[config.mk]
export PLATFORM = sky130hd
export DESIGN_NAME = rb_dump_sequencer_flat
export DESIGN_NICKNAME = d
export VERILOG_FILES = /design/src/rtl/rb_dump_sequencer_if.sv /design/src/rtl/rb_dump_sequencer.sv /design/src/flat_wrapper.sv
export SDC_FILE = /design/constraint.sdc
export NUM_CORES = 1
export LEC_CHECK = 0
export ABC_AREA = 1
export CAP_MARGIN = 5
export CORE_MARGIN = 3
export CORE_UTILIZATION = 50
export DETAILED_ROUTE_END_ITERATION = 8
export PLACE_DENSITY = 0.78
export REMOVE_ABC_BUFFERS = 1
export SLEW_MARGIN = 15
export SYNTH_ARGS = -nofsm -noshare
export SYNTH_HDL_FRONTEND = slang
export SYNTH_SLANG_ARGS = --single-unit
[constraint.sdc]
create_clock -name i_clock -period 2.1 [get_ports i_clock]
set_clock_uncertainty 0.2 [all_clocks]
set_input_delay 0.63 -clock i_clock [delete_from_list [all_inputs] [get_ports i_clock]]
set_output_delay 0.63 -clock i_clock [all_outputs]
set_load 0.01 [all_outputs]
[src/rtl/rb_dump_sequencer_if.sv]
// Handshake bundle between the register-dump sequencer, the register bank
// debug read port and the UART transmitter.
interface rb_dump_sequencer_if #(
    parameter int DATA_SIZE = 32,
    parameter int REG_SIZE  = 5,
    parameter int BYTE_SIZE = 8
);
    logic                 i_start;
    logic [DATA_SIZE-1:0] i_rb_data;
    logic                 i_tx_done;
    logic                 o_rb_read_enable;
    logic [REG_SIZE-1:0]  o_rb_read_addr;
    logic                 o_tx_start;
    logic [BYTE_SIZE-1:0] o_tx_data;
    logic                 o_busy;
    logic                 o_done;

    modport master (
        input  i_start, i_rb_data, i_tx_done,
        output o_rb_read_enable, o_rb_read_addr, o_tx_start, o_tx_data, o_busy, o_done
    );

    modport slave (
        output i_start, i_rb_data, i_tx_done,
        input  o_rb_read_enable, o_rb_read_addr, o_tx_start, o_tx_data, o_busy, o_done
    );
endinterface

[src/rtl/rb_dump_sequencer.sv]
// Walks the register bank debug port and streams every word, MSB byte first, to the UART TX.
// Optional trailing XOR checksum byte: define RB_DUMP_CHECKSUM_EN.
module rb_dump_sequencer #(
    parameter int DATA_SIZE = 32,
    parameter int REG_SIZE  = 5,
    parameter int BYTE_SIZE = 8,
    parameter int NUM_REGS  = 32
) (
    input  logic                i_clock,
    input  logic                i_reset,
    rb_dump_sequencer_if.master bus
);
    localparam int NUM_BYTES = DATA_SIZE / BYTE_SIZE;
    localparam int CNT_W     = (NUM_BYTES > 1) ? $clog2(NUM_BYTES) : 1;
    localparam logic [REG_SIZE-1:0] LAST_ADDR = REG_SIZE'(NUM_REGS - 1);
    localparam logic [CNT_W-1:0]    LAST_BYTE = CNT_W'(NUM_BYTES - 1);

    typedef enum logic [2:0] {
        IDLE     = 3'd0,
        RD_REQ   = 3'd1,
        RD_CAP   = 3'd2,
        SEND     = 3'd3,
        WAIT_TX  = 3'd4,
        FINISH   = 3'd5
`ifdef RB_DUMP_CHECKSUM_EN
        ,
        CHK_SEND = 3'd6,
        CHK_WAIT = 3'd7
`endif
    } state_t;

    function automatic logic [BYTE_SIZE-1:0] top_byte(input logic [DATA_SIZE-1:0] word);
        return word[DATA_SIZE-1 -: BYTE_SIZE];
    endfunction

    state_t               state_r, state_nxt_s;
    logic [REG_SIZE-1:0]  addr_r, addr_nxt_s;
    logic [CNT_W-1:0]     cnt_r, cnt_nxt_s;
    logic [DATA_SIZE-1:0] shift_r, shift_nxt_s;
`ifdef RB_DUMP_CHECKSUM_EN
    logic [BYTE_SIZE-1:0] chk_r, chk_nxt_s;
`endif
    logic                 rd_en_r, rd_en_nxt_s;
    logic                 tx_start_r, tx_start_nxt_s;
    logic [BYTE_SIZE-1:0] tx_data_r, tx_data_nxt_s;
    logic                 busy_r, busy_nxt_s;
    logic                 done_r, done_nxt_s;

    // Next-state, datapath updates and next output values.
    always_comb begin
        state_nxt_s = state_r;
        addr_nxt_s  = addr_r;
        cnt_nxt_s   = cnt_r;
        shift_nxt_s = shift_r;
`ifdef RB_DUMP_CHECKSUM_EN
        chk_nxt_s   = chk_r;
`endif
        case (state_r)
            IDLE: begin
`ifdef RB_DUMP_CHECKSUM_EN
                chk_nxt_s = {BYTE_SIZE{1'b0}};
`endif
                if (bus.i_start) begin
                    state_nxt_s = RD_REQ;
                    addr_nxt_s  = {REG_SIZE{1'b0}};
                end else begin
                    state_nxt_s = IDLE;
                end
            end
            RD_REQ: state_nxt_s = RD_CAP;
            RD_CAP: begin
                shift_nxt_s = bus.i_rb_data;
                cnt_nxt_s   = {CNT_W{1'b0}};
                state_nxt_s = SEND;
            end
            SEND: state_nxt_s = WAIT_TX;
            WAIT_TX: begin
                if (bus.i_tx_done) begin
`ifdef RB_DUMP_CHECKSUM_EN
                    chk_nxt_s = chk_r ^ top_byte(shift_r);
`endif
                    if (cnt_r != LAST_BYTE) begin
                        shift_nxt_s = shift_r << BYTE_SIZE;
                        cnt_nxt_s   = cnt_r + CNT_W'(1);
                        state_nxt_s = SEND;
                    end else if (addr_r != LAST_ADDR) begin
                        addr_nxt_s  = addr_r + REG_SIZE'(1);
                        state_nxt_s = RD_REQ;
                    end else begin
`ifdef RB_DUMP_CHECKSUM_EN
                        state_nxt_s = CHK_SEND;
`else
                        state_nxt_s = FINISH;
`endif
                    end
                end else begin
                    state_nxt_s = WAIT_TX;
                end
            end
            FINISH: begin
                addr_nxt_s  = {REG_SIZE{1'b0}};
                state_nxt_s = IDLE;
            end
`ifdef RB_DUMP_CHECKSUM_EN
            CHK_SEND: state_nxt_s = CHK_WAIT;
            CHK_WAIT: begin
                if (bus.i_tx_done) begin
                    state_nxt_s = FINISH;
                end else begin
                    state_nxt_s = CHK_WAIT;
                end
            end
`endif
            default: state_nxt_s = IDLE;
        endcase

        // Outputs are decoded from the next state so they can be registered without adding latency.
        rd_en_nxt_s    = (state_nxt_s == RD_REQ);
        busy_nxt_s     = (state_nxt_s != IDLE);
        done_nxt_s     = (state_nxt_s == FINISH);
        tx_start_nxt_s = 1'b0;
        tx_data_nxt_s  = {BYTE_SIZE{1'b0}};
        case (state_nxt_s)
            SEND: begin
                tx_start_nxt_s = 1'b1;
                tx_data_nxt_s  = top_byte(shift_nxt_s);
            end
            WAIT_TX: tx_data_nxt_s = top_byte(shift_nxt_s);
`ifdef RB_DUMP_CHECKSUM_EN
            CHK_SEND: begin
                tx_start_nxt_s = 1'b1;
                tx_data_nxt_s  = chk_nxt_s;
            end
            CHK_WAIT: tx_data_nxt_s = chk_nxt_s;
`endif
            default: tx_data_nxt_s = {BYTE_SIZE{1'b0}};
        endcase
    end

    // State, datapath and output registers with synchronous reset.
    always_ff @(posedge i_clock) begin
        if (i_reset) begin
            state_r    <= IDLE;
            addr_r     <= {REG_SIZE{1'b0}};
            cnt_r      <= {CNT_W{1'b0}};
            shift_r    <= {DATA_SIZE{1'b0}};
`ifdef RB_DUMP_CHECKSUM_EN
            chk_r      <= {BYTE_SIZE{1'b0}};
`endif
            rd_en_r    <= 1'b0;
            tx_start_r <= 1'b0;
            tx_data_r  <= {BYTE_SIZE{1'b0}};
            busy_r     <= 1'b0;
            done_r     <= 1'b0;
        end else begin
            state_r    <= state_nxt_s;
            addr_r     <= addr_nxt_s;
            cnt_r      <= cnt_nxt_s;
            shift_r    <= shift_nxt_s;
`ifdef RB_DUMP_CHECKSUM_EN
            chk_r      <= chk_nxt_s;
`endif
            rd_en_r    <= rd_en_nxt_s;
            tx_start_r <= tx_start_nxt_s;
            tx_data_r  <= tx_data_nxt_s;
            busy_r     <= busy_nxt_s;
            done_r     <= done_nxt_s;
        end
    end

    assign bus.o_rb_read_enable = rd_en_r;
    assign bus.o_rb_read_addr   = addr_r;
    assign bus.o_tx_start       = tx_start_r;
    assign bus.o_tx_data        = tx_data_r;
    assign bus.o_busy           = busy_r;
    assign bus.o_done           = done_r;
endmodule

[src/flat_wrapper.sv]
// flat-port wrapper written by rule: the top's interface ports become plain ports
module rb_dump_sequencer_flat 
#(
    parameter int DATA_SIZE = 32,
    parameter int REG_SIZE  = 5,
    parameter int BYTE_SIZE = 8,
    parameter int NUM_REGS  = 32
)
  (i_clock, i_reset, bus_i_start, bus_i_rb_data, bus_i_tx_done, bus_o_rb_read_enable, bus_o_rb_read_addr, bus_o_tx_start, bus_o_tx_data, bus_o_busy, bus_o_done);
  rb_dump_sequencer_if #(.DATA_SIZE(DATA_SIZE), .REG_SIZE(REG_SIZE), .BYTE_SIZE(BYTE_SIZE)) bus_i ();
  input  logic i_clock;
  input  logic i_reset;
  input wire logic [$bits(bus_i.i_start)-1:0] bus_i_start;
  input wire logic [$bits(bus_i.i_rb_data)-1:0] bus_i_rb_data;
  input wire logic [$bits(bus_i.i_tx_done)-1:0] bus_i_tx_done;
  output wire logic [$bits(bus_i.o_rb_read_enable)-1:0] bus_o_rb_read_enable;
  output wire logic [$bits(bus_i.o_rb_read_addr)-1:0] bus_o_rb_read_addr;
  output wire logic [$bits(bus_i.o_tx_start)-1:0] bus_o_tx_start;
  output wire logic [$bits(bus_i.o_tx_data)-1:0] bus_o_tx_data;
  output wire logic [$bits(bus_i.o_busy)-1:0] bus_o_busy;
  output wire logic [$bits(bus_i.o_done)-1:0] bus_o_done;
  assign bus_i.i_start = bus_i_start;
  assign bus_i.i_rb_data = bus_i_rb_data;
  assign bus_i.i_tx_done = bus_i_tx_done;
  assign bus_o_rb_read_enable = bus_i.o_rb_read_enable;
  assign bus_o_rb_read_addr = bus_i.o_rb_read_addr;
  assign bus_o_tx_start = bus_i.o_tx_start;
  assign bus_o_tx_data = bus_i.o_tx_data;
  assign bus_o_busy = bus_i.o_busy;
  assign bus_o_done = bus_i.o_done;
  rb_dump_sequencer #(.DATA_SIZE(DATA_SIZE), .REG_SIZE(REG_SIZE), .BYTE_SIZE(BYTE_SIZE), .NUM_REGS(NUM_REGS)) u_core (.i_clock(i_clock), .i_reset(i_reset), .bus(bus_i));
endmodule
======== Yosys cells after proc, flatten, opt, wreduce, memory -nomap -nowiden ========
Index checks and enable logic that the tools add are counted.
word-level totals
  register bits ........................... 54
  input bits .............................. 36
  output and inout bits ................... 17
  word-level logic and storage cells ...... 54
cells by class
  add/sub/neg operators ................... 2
  equal/unequal tests ..................... 16
  muxes and demuxes ....................... 17
  bitwise operators ....................... 1
  reduce and logical (&&, ||, !) cells .... 8
operator list
  cell                                                                      count
  32-bit two-way mux                                                        2
  32-bit case mux with 2 select lines                                       1
  5-bit two-way mux                                                         4
  3-bit case mux with 5 select lines                                        1
  5-bit case mux with 3 select lines                                        1
  3-bit equality test (second input constant)                               4
  3-bit by 2-bit equality test with 1-bit output (second input constant)    3
  3-bit two-way mux                                                         3
  2-bit inequality test (second input constant)                             4
  3-bit by 1-bit equality test with 1-bit output (second input constant)    2
  3-bit nonzero test                                                        2
  5-bit by 1-bit adder with 5-bit output (second input constant)            1
  5-bit inequality test (second input constant)                             1
  5-bit AND reduction                                                       1
  2-bit two-way mux                                                         2
  2-bit by 1-bit inequality test with 1-bit output (second input constant)  2
  2-bit case mux with 2 select lines                                        1
  2-bit OR reduction                                                        2
  3-bit logical NOT                                                         1
  3-bit AND reduction                                                       1
  2-bit by 1-bit adder with 2-bit output (second input constant)            1
  1-bit two-way mux                                                         2
  2-bit nonzero test                                                        1
  1-bit inverter                                                            1

======== Longest topological paths before layout ========
Gate-level depths: netlist of the first run.
  word-level depth ........................ 9
  gate-level depth with buffers ........... 11
  mapped depth without buffers ............ 11

======== Worst setup path after synthesis of the first run ========
No wires, ideal clock.
  path type ............................... register -> register
  start ................................... reg u_core.addr_r[0], in the netlist u_core.bus.o_rb_read_addr[0]
  end ..................................... reg u_core.addr_r[0], in the netlist u_core.bus.o_rb_read_addr[0]
  library setup time ...................... 116 ps
  arrival ................................. 1451 ps
  path slack .............................. 333 ps
  stages on the path, launching flop included .. 11
  buffers on the path ..................... 0
  clock period less this slack ............ 1767 ps
  cells stage by stage .................... dfxtp_1 > ha_1 > nand2_1 > nor2_1 > ha_1 > nor2_1 > inv_1 > nand2_1 > nand2_1 > o21ai_0 > nor2_1
on the way
  longest elaborated chain between the ends .. 5
RTL lines
  item                                    RTL line                  source
  from (decl)                             rb_dump_sequencer.sv:37   logic [REG_SIZE-1:0] addr_r, addr_nxt_s;
  from (signal assigned)                  rb_dump_sequencer.sv:144  addr_r <= {REG_SIZE{1'b0}};
  from (signal assigned)                  rb_dump_sequencer.sv:157  addr_r <= addr_nxt_s;
  5-bit by 1-bit adder with 5-bit output  rb_dump_sequencer.sv:87   addr_nxt_s = addr_r + REG_SIZE'(1);
  5-bit two-way mux                       rb_dump_sequencer.sv:86   end else if (addr_r != LAST_ADDR) begin
  5-bit two-way mux                       rb_dump_sequencer.sv:82   if (cnt_r != LAST_BYTE) begin
  5-bit two-way mux                       rb_dump_sequencer.sv:78   if (bus.i_tx_done) begin
  5-bit case mux with 3 select lines      rb_dump_sequencer.sv:58   case (state_r)
Parallel ways exist; a longest one is shown, timed or not. The select of a mux whose other input is x is not followed.
A chain may end at the register's enable or synchronous reset.

======== Worst setup path after layout of the first run ========
  start ................................... reg u_core.addr_r[0], in the netlist u_core.bus.o_rb_read_addr[0]
  end ..................................... out bus_o_rb_read_addr[0]
RTL lines
  item       RTL line            source
  to (decl)  flat_wrapper.sv:17  output wire logic [$bits(bus_i.o_rb_read_addr)-1:0] bus_o_rb_read_addr;
No word-level cell between the ends.

==> results.txt, run 1 <==
EDFF count, synth -> 0
total number of vias -> 2139
initial drt markers -> 81
Synth Area in Simple Gates -> 0.295
post-layout power -> 1.97 mW
Setup Fix Bufs, Post-CTS -> 0
Total Routing Usage GR -> 0.188
largest net degree at the start of global routing -> 26
GR Overflow Total -> 0
Synth area leader -> dfxtp_1
Max-slew headroom -> 0.743
Avg WL per Cell -> 11.6 µm
CP cell instances -> clkdlybuf4s50_1
unrepaired setup endpoints after global routing -> no
crit path max fanout -> 5
Mean Syn Cell Area -> 7.36 µm²
FF-to-FF Start -> u_core.bus.o_rb_read_addr[1]
clk root buf -> clkbuf_8
most frequent cells in the layout -> nand2_1, dfxtp_1, clkdlybuf4s50_1
worst path buffer plus inverter count -> 1
Hold Startpoint -> u_core.cnt_r[0]
Core Region -> 0.00444 mm²
routability cong. -> 0.805
top-area cell type share of the netlist area -> 0.460
maxcap violations -> 0
min cycle time layout -> 2.05 ns
CTS Buf Count -> 5
fin crit share -> 0.978
ys async rst share -> 0
post-cts hold buffer count -> 0
Die W -> 74.5 µm
FF+latch count, synth -> 54
initial antenna violation count -> 0
Final WS setup -> 0.0458 ns
Worst setup startpoint -> u_core.bus.o_rb_read_addr[0]
CP max-delay cell -> clkdlybuf4s50_1
Synth Instances -> 319
I/O pins -> 53
router iterations before antenna repair -> 4
largest family of logic cells by synthesized area -> simple AND/OR/NAND/NOR gates
DIE HEIGHT -> 74.5 µm
IO Port Bufs -> 52
CTS clk-pin slew, worst paths -> 0.09 ns
Total Nets Final -> 416
crit start category -> flip-flop
buffer levels on the longest clock path -> 2
f_max -> 487 MHz
Synthesis Warnings -> 0
Seq/Total Area, Yosys -> 0.460
final antenna-violating net count -> 0
Worst EP arrival -> 1.22 ns
ranking of synthesized cells by area -> dfxtp_1, nand2_1, a21oi_1
Inserted Diodes -> 0
Finished Layout Cells -> 429
maximum VDD drop -> 0.480 mV
Total Wirelength -> 4960 µm
vias in the first global route -> 1894
Final Hold Fails -> 0
Clk Latency, worst-skew pair -> 0.30 ns
initial core utilization -> 0.528
Synth Area in Adders -> 0.0160
xor-xnor portion of the synthesized cell area -> 0
clock sink count -> 54
crit-path leading delay family -> buffers and inverters
share of layout cells above drive strength 1 -> 0.0875
Area Growth Syn to Fin -> 29.0%
Most used DFF post-synth -> dfxtp_1
Netlist cell types -> 23
Setup CP Type -> reg2out
CTS tree -> yes
dpl hpwl -> 3570 µm
Rows -> 24
leak pwr -> 1.30 nW
pwr dens -> 649 mW/mm²
placed cells -> 422
Crit. End Element -> primary output
Post-Place Worst Slack -> -0.0906 ns
global-route wire length before repair -> 8060 µm
required time worst endpoint -> 1.27 ns
post-synthesis compound-gate area fraction -> 0.126
Max stage delay on crit path -> 0.54 ns
Syn Std Cell Area -> 0.00235 mm²
Hold Crit Class -> reg2reg
Setup violations, final -> 0
H-tree depth -> 2
status -> finished clean
commonest non-fill, non-tap cell in the layout -> nand2_1
die area -> 0.00556 mm²
Slew @ Worst Pin -> 0.385 ns
mux cell area share after synthesis -> 0
drt drc -> 0
Util after Layout -> 0.682
number of vias per cell -> 4.99
fin. max-slew vios -> 0
[metal layers]
layer  share of wire  global-route usage
met1            0.46               0.232
met2            0.47               0.312
met3           0.053              0.0514
met4           0.015              0.0751
met5               0                   0
[area by class of cell]
type / count / area (µm²)
Inverter: 37 / 139
Timing Repair Buffer: 67 / 638
Tap cell: 52 / 65.1
Sequential cell: 54 / 1080
Fill cell: 390 / 1410
Multi-Input combinational cell: 212 / 1030
Clock inverter: 1 / 7.51
Clock buffer: 6 / 72.6
[metrics by stage]
stage          TNS, ns  hold WS, ns  cell area [µm²]
6_report             0        0.273             3030
5_1_grt              0        0.302             3030
4_1_cts              0        0.270             3030
3_5_place_dp     -2.39        0.251             2940
3_3_place_gp     -1.77        0.246             2940
2_1_floorplan        0        0.230             2250
[cells in the mapped netlist (3+ instances only)]
| cell type | instances |
|---|---|
| nand2_1 | 61 |
| dfxtp_1 | 54 |
| nor2_1 | 44 |
| a21oi_1 | 43 |
| inv_1 | 34 |
| nand3_1 | 29 |
| nand4_1 | 11 |
| o21a_1 | 8 |
| buf_2 | 7 |
| clkbuf_1 | 4 |
| o21ai_0 | 4 |
| ha_1 | 3 |
| inv_2 | 3 |
[what timing repair did]
item                       CTS  global route
gates resized for setup      1             2
setup endpoints to repair    1             2
pin swaps                    0             0
[report_power, final]
part	internal (mW)	switching (mW)	leakage (nW)	total (mW)
Combinational	0.149	0.169	0.827	0.318
Sequential	1.07	0.0240	0.439	1.10
Clock	0.229	0.322	0.0373	0.552
Total	1.45	0.515	1.30	1.97
[worst paths after layout]
path                                                end  slack (ns)  cells after the start
worst min-delay path                    u_core.cnt_r[0]        0.27                      1
worst max register to register  u_core.bus.o_tx_data[2]        0.20                     10
worst max-delay path              bus_o_rb_read_addr[0]        0.05                      1
worst min register to register          u_core.cnt_r[0]        0.27                      1
[flip-flops by register name, indices dropped and copies added, names as in the netlist]
register                     cells
u_core.bus.o_rb_read_addr        5
u_core.state_r                   3
u_core.bus.o_done                1
u_core.bus.o_tx_data             8
u_core.bus.o_rb_read_enable      1
u_core.shift_r                  32
u_core.bus.o_tx_start            1
u_core.cnt_r                     2
u_core.bus.o_busy                1
[cell families (layout without fill, tap and decap cells)]
group / count (synthesis) / after routing
buffers and inverters: 53 / 111
adders and majority gates: 3 / 3
DFF: 54 / 54
and+or+nand+nor: 154 / 154
AOI/OAI and AO/OA: 55 / 55
No activity file was read; power rests on OpenSTA's default activity.
==> run 2: changes to the inputs <==
PLACE_DENSITY = unset   (was 0.78)
PLACE_DENSITY_LB_ADDON = 0.15   (was unset)
==> run 2 against run 1 <==
Against the previous run: sequential share of layout area is 0.16 points lower; sequential power hardly changed; clock power hardly changed; maximum frequency is 0.12% higher; highest routed layer unchanged; core utilization is 0.31 points higher.
==> results.txt, run 2 (synthesis results as in run 1) <==
FF-to-FF Start -> u_core.bus.o_rb_read_addr[1] (unchanged)
total number of vias -> 2123 (was 2139)
Hold Crit Class -> reg2reg (unchanged)
commonest non-fill, non-tap cell in the layout -> nand2_1 (unchanged)
Setup violations, final -> 0 (unchanged)
Final Hold Fails -> 0 (unchanged)
Inserted Diodes -> 0 (unchanged)
WL met2 -> 2360 µm (was 2330 µm)
M1 WL -> 2110 µm (was 2290 µm)
Fill cells -> 389 (was 390)
dpl hpwl -> 3550 µm (was 3570 µm)
post-cts hold buffer count -> 0 (unchanged)
DIE HEIGHT -> 74.5 µm (unchanged)
Largest register FFs -> 32 (unchanged)
worst path buffer plus inverter count -> 1 (unchanged)
Worst R2R Setup Slack -> 0.26 ns (was 0.20 ns)
Die W -> 74.5 µm (unchanged)
GR Overflow Total -> 0 (unchanged)
CTS clk-pin slew, worst paths -> 0.09 ns (about the same)
router iterations before antenna repair -> 4 (unchanged)
routed wl met3 -> 330 µm (was 261 µm)
status -> finished clean (unchanged)
buffer levels on the longest clock path -> 2 (unchanged)
IO Port Bufs -> 52 (unchanged)
initial antenna violation count -> 0 (unchanged)
largest reg by FF count -> u_core.shift_r (unchanged)
clock sink count -> 54 (unchanged)
final antenna-violating net count -> 0 (unchanged)
clk root buf -> clkbuf_8 (unchanged)
Area Growth Syn to Fin -> 29.6% (was 29.0%)
routability cong. -> 0.830 (was 0.805)
Final WS setup -> 0.0483 ns (was 0.0458 ns)
drt drc -> 0 (unchanged)
highest metal used -> met4 (unchanged)
R2R cell count -> 10 (unchanged)
crit start category -> flip-flop (unchanged)
Post-Place Worst Slack -> -0.0900 ns (was -0.0906 ns)
reg2reg end -> u_core.bus.o_tx_data[6] (was u_core.bus.o_tx_data[2])
initial core utilization -> 0.528 (unchanged)
Clk Latency, worst-skew pair -> 0.30 ns (about the same)
global-route wire length before repair -> 8270 µm (was 8060 µm)
initial drt markers -> 107 (was 81)
hold path depth -> 2 (was 1)
Worst EP arrival -> 1.22 ns (about the same)
Setup Fix Bufs, Post-CTS -> 0 (unchanged)
Max stage delay on crit path -> 0.54 ns (about the same)
Crit. End Element -> primary output (unchanged)
f_max -> 487 MHz (about the same)
CP max-delay cell -> clkdlybuf4s50_1 (unchanged)
vias in the first global route -> 1913 (was 1894)
CP cell instances -> clkdlybuf4s50_1 (unchanged)
leak pwr -> 1.32 nW (was 1.30 nW)
share of layout cells above drive strength 1 -> 0.0902 (was 0.0875)
largest net degree at the start of global routing -> 29 (was 26)
most frequent cells in the layout -> nand2_1, dfxtp_1, clkdlybuf4s50_1 (unchanged)
crit path max fanout -> 5 (unchanged)
pwr dens -> 648 mW/mm² (was 649 mW/mm²)
Core Region -> 0.00444 mm² (unchanged)
Final TNS setup -> 0 ns (unchanged)
Worst Hold Path EP -> u_core.shift_r[3] (was u_core.cnt_r[0])
fin. max-slew vios -> 0 (unchanged)
Avg WL per Cell -> 11.3 µm (was 11.6 µm)
die area -> 0.00556 mm² (unchanged)
maximum VDD drop -> 0.321 mV (was 0.480 mV)
CTS Buf Count -> 5 (unchanged)
Setup CP Type -> reg2out (unchanged)
I/O pins -> 53 (unchanged)
Util after Layout -> 0.685 (was 0.682)
min cycle time layout -> 2.05 ns (about the same)
Slew @ Worst Pin -> 0.407 ns (was 0.385 ns)
Total Wirelength -> 4850 µm (was 4960 µm)
fin crit share -> 0.977 (was 0.978)
Rows -> 24 (unchanged)
number of vias per cell -> 4.95 (was 4.99)
H-tree depth -> 2 (unchanged)
Max-slew headroom -> 0.728 (was 0.743)
crit-path leading delay family -> buffers and inverters (unchanged)
worst hold slack -> 0.280 ns (was 0.273 ns)
Total Nets Final -> 416 (unchanged)
Total Routing Usage GR -> 0.191 (was 0.188)
required time worst endpoint -> 1.27 ns (about the same)
Hold Startpoint -> u_core.shift_r[3] (was u_core.cnt_r[0])
unrepaired setup endpoints after global routing -> no (unchanged)
maxcap violations -> 0 (unchanged)
CTS tree -> yes (unchanged)
## run 2: cell types whose count changed in the layout (fill, tap and decap cells not counted), sizes merged
| cell | previous run | this run |
|---|---|---|
| clkdlybuf4s50 | 50 | 49 |
| dlymetal6s2s | 2 | 3 |
| clkbuf | 6 | 5 |
| clkinvlp | 1 | 2 |
## run 2: layer usage
layer	vias to the layer above	GRT usage
met5	-	0
met4	0	0.0534
met3	6	0.0473
met2	65	0.328
met1	915	0.237
li1	1137	-
## run 2: per-stage QoR
step                      cells  power (mW)  cell area [µm²]
after floorplan             303        1.28             2250
after detailed placement    422        1.44             2940
after global routing        429        2.08             3040
after CTS                   429        1.99             3030
final                       429        1.97             3040
after global placement      422        1.44             2940
## run 2: cell type report
cell class / instances / area [µm²] / share of cell area
Inverter: 37 / 139 / 0.0456
Clock inverter: 2 / 15.0 / 0.00493
Clock buffer: 5 / 68.8 / 0.0226
Multi-Input combinational cell: 212 / 1030 / 0.339
Tap cell: 52 / 65.1 / 0.0214
Sequential cell: 54 / 1080 / 0.356
Timing Repair Buffer: 67 / 641 / 0.210
## run 2: where the power goes
part | switching [mW] | leakage, nW | internal (mW) | total [mW]
clock network | 0.325 | 0.0362 | 0.228 | 0.553
logic | 0.171 | 0.847 | 0.152 | 0.323
registers | 0.0239 | 0.439 | 1.07 | 1.10
## run 2: how the worst max path moves through the flow
stage | startpoint | end | cells past startpoint
6_report | u_core.bus.o_rb_read_addr[0] | bus_o_rb_read_addr[0] | 1
5_1_grt | u_core.bus.o_rb_read_addr[0] | bus_o_rb_read_addr[0] | 1
3_5_place_dp | bus_i_tx_done | u_core.shift_r[23] | 7
3_3_place_gp | bus_i_tx_done | u_core.bus.o_tx_data[4] | 7
2_1_floorplan | u_core.state_r[2] | u_core.bus.o_tx_data[0] | 7
4_1_cts | u_core.bus.o_rb_read_addr[1] | bus_o_rb_read_addr[1] | 1
## run 2: repair_timing
item                                    in CTS  in global routing
gates resized for setup                      1                  4
endpoints found under the setup margin       1                  4
gates cloned                                 0                  0
## run 2: worst reg2reg max path, stage by stage (launching register included)
cell and delay, ns:
dfxtp_1 0.38, ha_1 0.17, nand2_1 0.07, nor2_1 0.12, ha_1 0.18, nand2_1 0.06, nand2_1 0.06, nand3_1 0.08
nand2_1 0.16, nand3_4 0.15, a21oi_1 0.16
==> run 3: changes to the inputs <==
clock period = 2.32 ns   (was 2.1 ns; I/O delays follow)
==> run 3 against run 2 <==
Against the previous run: global-route usage shrank 0.14 points; cell count shrank 1.4%; combinational power shrank 14%; worst hold slack gained 0.00065 ns; sequential cell count is the same; non-clock buffer count shrank 7; clock power grew 9.2%; register-to-register slack gained 0.07 ns; largest power group unchanged.
==> results.txt, run 3 (synthesis results as in run 1) <==
I/O pins -> 53 (unchanged)
dpl hpwl -> 3460 µm (was 3550 µm)
CP max-delay cell -> clkdlybuf4s50_1 (unchanged)
Max-slew headroom -> 0.635 (was 0.728)
CTS tree -> yes (unchanged)
Largest register FFs -> 32 (unchanged)
f_max -> 459 MHz
buffer levels on the longest clock path -> 2 (unchanged)
initial antenna violation count -> 0 (unchanged)
Avg WL per Cell -> 11.4 µm (was 11.3 µm)
die area -> 0.00556 mm² (unchanged)
required time worst endpoint -> 1.42 ns (was 1.27 ns)
Logic pwr share -> 0.148 (was 0.164)
vias in the first global route -> 1927 (was 1913)
final antenna-violating net count -> 0 (unchanged)
unrepaired setup endpoints after global routing -> no (unchanged)
worst hold slack -> 0.280 ns (about the same)
routability cong. -> 0.843 (was 0.830)
crit-path leading delay family -> buffers and inverters (unchanged)
Clock power frac -> 0.322 (was 0.280)
Worst setup startpoint -> u_core.bus.o_rb_read_addr[0] (unchanged)
Setup CP Type -> reg2out (unchanged)
Core Region -> 0.00444 mm² (unchanged)
R2R cell count -> 10 (unchanged)
Clk Latency, worst-skew pair -> 0.30 ns (about the same)
Hold Crit Class -> reg2reg (unchanged)
Area Growth Syn to Fin -> 27.7% (was 29.6%)
initial drt markers -> 103 (was 107)
internal power -> 1.42 mW (was 1.45 mW)
largest net degree at the start of global routing -> 25 (was 29)
reg2reg end -> u_core.bus.o_tx_data[6] (unchanged)
drt drc -> 0 (unchanged)
Fill cells -> 422 (was 389)
worst path buffer plus inverter count -> 1 (unchanged)
share of layout cells above drive strength 1 -> 0.0674 (was 0.0902)
Inserted Diodes -> 0 (unchanged)
Sw Pwr -> 0.454 mW (was 0.520 mW)
Slew @ Worst Pin -> 0.546 ns (was 0.407 ns)
number of vias per cell -> 5.01 (was 4.95)
crit start category -> flip-flop (unchanged)
Crit. End Element -> primary output (unchanged)
largest reg by FF count -> u_core.shift_r (unchanged)
maxcap violations -> 0 (unchanged)
CTS Buf Count -> 5 (unchanged)
Final TNS setup -> 0 ns (unchanged)
Die W -> 74.5 µm (unchanged)
min cycle time layout -> 2.18 ns
IO Port Bufs -> 52 (unchanged)
commonest non-fill, non-tap cell in the layout -> nand2_1 (unchanged)
Setup Fix Bufs, Post-CTS -> 0 (unchanged)
Final Hold Fails -> 0 (unchanged)
CP Depth -> 1 (unchanged)
CTS clk-pin slew, worst paths -> 0.09 ns (about the same)
clock sink count -> 54 (unchanged)
Sw Ratio -> 0.242 (was 0.264)
critical path endpoint -> bus_o_rb_read_addr[0] (unchanged)
Worst EP arrival -> 1.28 ns (was 1.22 ns)
fin crit share -> 0.939
clk root buf -> clkbuf_8 (unchanged)
Total Routing Usage GR -> 0.189 (was 0.191)
most frequent cells in the layout -> nand2_1, dfxtp_1, clkdlybuf4s50_1 (unchanged)
CP cell instances -> clkdlybuf4s50_1 (unchanged)
DIE HEIGHT -> 74.5 µm (unchanged)
Total Nets Final -> 409 (was 416)
Max stage delay on crit path -> 0.57 ns (was 0.54 ns)
Total Wirelength -> 4810 µm (was 4850 µm)
total number of vias -> 2121 (was 2123)
leak pwr -> 1.25 nW (was 1.32 nW)
fin. max-slew vios -> 0 (unchanged)
post-cts hold buffer count -> 0 (unchanged)
Rows -> 24 (unchanged)
sequential fraction of design power -> 0.529 (was 0.556)
status -> finished clean (unchanged)
FF-to-FF Start -> u_core.bus.o_rb_read_addr[0] (was u_core.bus.o_rb_read_addr[1])
initial core utilization -> 0.528 (unchanged)
maximum VDD drop -> 0.358 mV (was 0.321 mV)
global-route wire length before repair -> 8150 µm (was 8270 µm)
Worst R2R Setup Slack -> 0.33 ns (was 0.26 ns)
pwr dens -> 626 mW/mm² (was 648 mW/mm²)
crit path max fanout -> 5 (unchanged)
post_cts resized -> 0 (was 1)
Setup violations, final -> 0 (unchanged)
GR Overflow Total -> 0 (unchanged)
post-layout power -> 1.88 mW (was 1.97 mW)
router iterations before antenna repair -> 4 (unchanged)
H-tree depth -> 2 (unchanged)
## run 3: changes by cell type in the layout (fill, tap and decap cells not counted)
cell and delta:
bufinv_16 +1, clkinvlp_4 -2, clkdlybuf4s50_1 +3, dfxtp_1 +1, dfxtp_2 -1, nand3_4 -1
nand3_2 +1, buf_4 -7, clkbuf_1 +2, dlymetal6s2s_1 -3
## run 3: worst register-to-register path, cell delays in order (launching register included)
cell	delay, ns
dfxtp_1	0.42
ha_1	0.20
nand2_1	0.07
nor2_1	0.11
ha_1	0.19
nand2_1	0.06
nand2_1	0.06
nand3_1	0.09
nand2_1	0.15
nand3_2	0.19
a21oi_1	0.19
## run 3: worst min path at each step
stage | startpoint | end | cells after the start
detailed placement | u_core.shift_r[1] | u_core.shift_r[1] | 2
global route | u_core.shift_r[23] | u_core.shift_r[23] | 2
global placement | u_core.cnt_r[0] | u_core.cnt_r[0] | 1
finish | u_core.shift_r[7] | u_core.shift_r[7] | 2
CTS | u_core.shift_r[1] | u_core.shift_r[1] | 2
floorplan | u_core.cnt_r[0] | u_core.cnt_r[0] | 1
## run 3: power by group through the flow
stage | clock network, mW | logic, mW | registers, mW
6_report | 0.604 | 0.278 | 0.993
4_1_cts | 0.622 | 0.280 | 0.992
5_1_grt | 0.657 | 0.312 | 0.999
3_3_place_gp | 0 | 0.276 | 1.01
3_5_place_dp | 0 | 0.278 | 1.01
2_1_floorplan | 0 | 0.143 | 1.02
## run 3: routing by layer
layer,up-vias,share of wire,global-route usage
met5,-,0,0
met4,0,0.011,0.0553
met3,5,0.061,0.0486
met2,69,0.47,0.334
met1,922,0.45,0.226
li1,1125,-,-
## run 3: layout make-up
cell class              instances  area [µm²]  share of cell area
flip-flops and latches         54        1080               0.361
multi-input cells             212        1030               0.342
inverters                      37         139              0.0463
repair buffers                 60         581               0.194
clock buffers                   7        76.3              0.0255
clock inverters                 1        30.0              0.0100
well taps                      52        65.1              0.0217
## run 3: stage by stage
step,cell area [µm²],instances,setup WS (ns),util
floorplan,2250,303,0.418,-
global placement,2890,415,-0.00496,0.651
detailed placement,2890,415,-0.0393,0.651
CTS,3000,423,0.130,0.675
global route,3000,423,0.0596,0.675
finish,3000,423,0.141,0.675
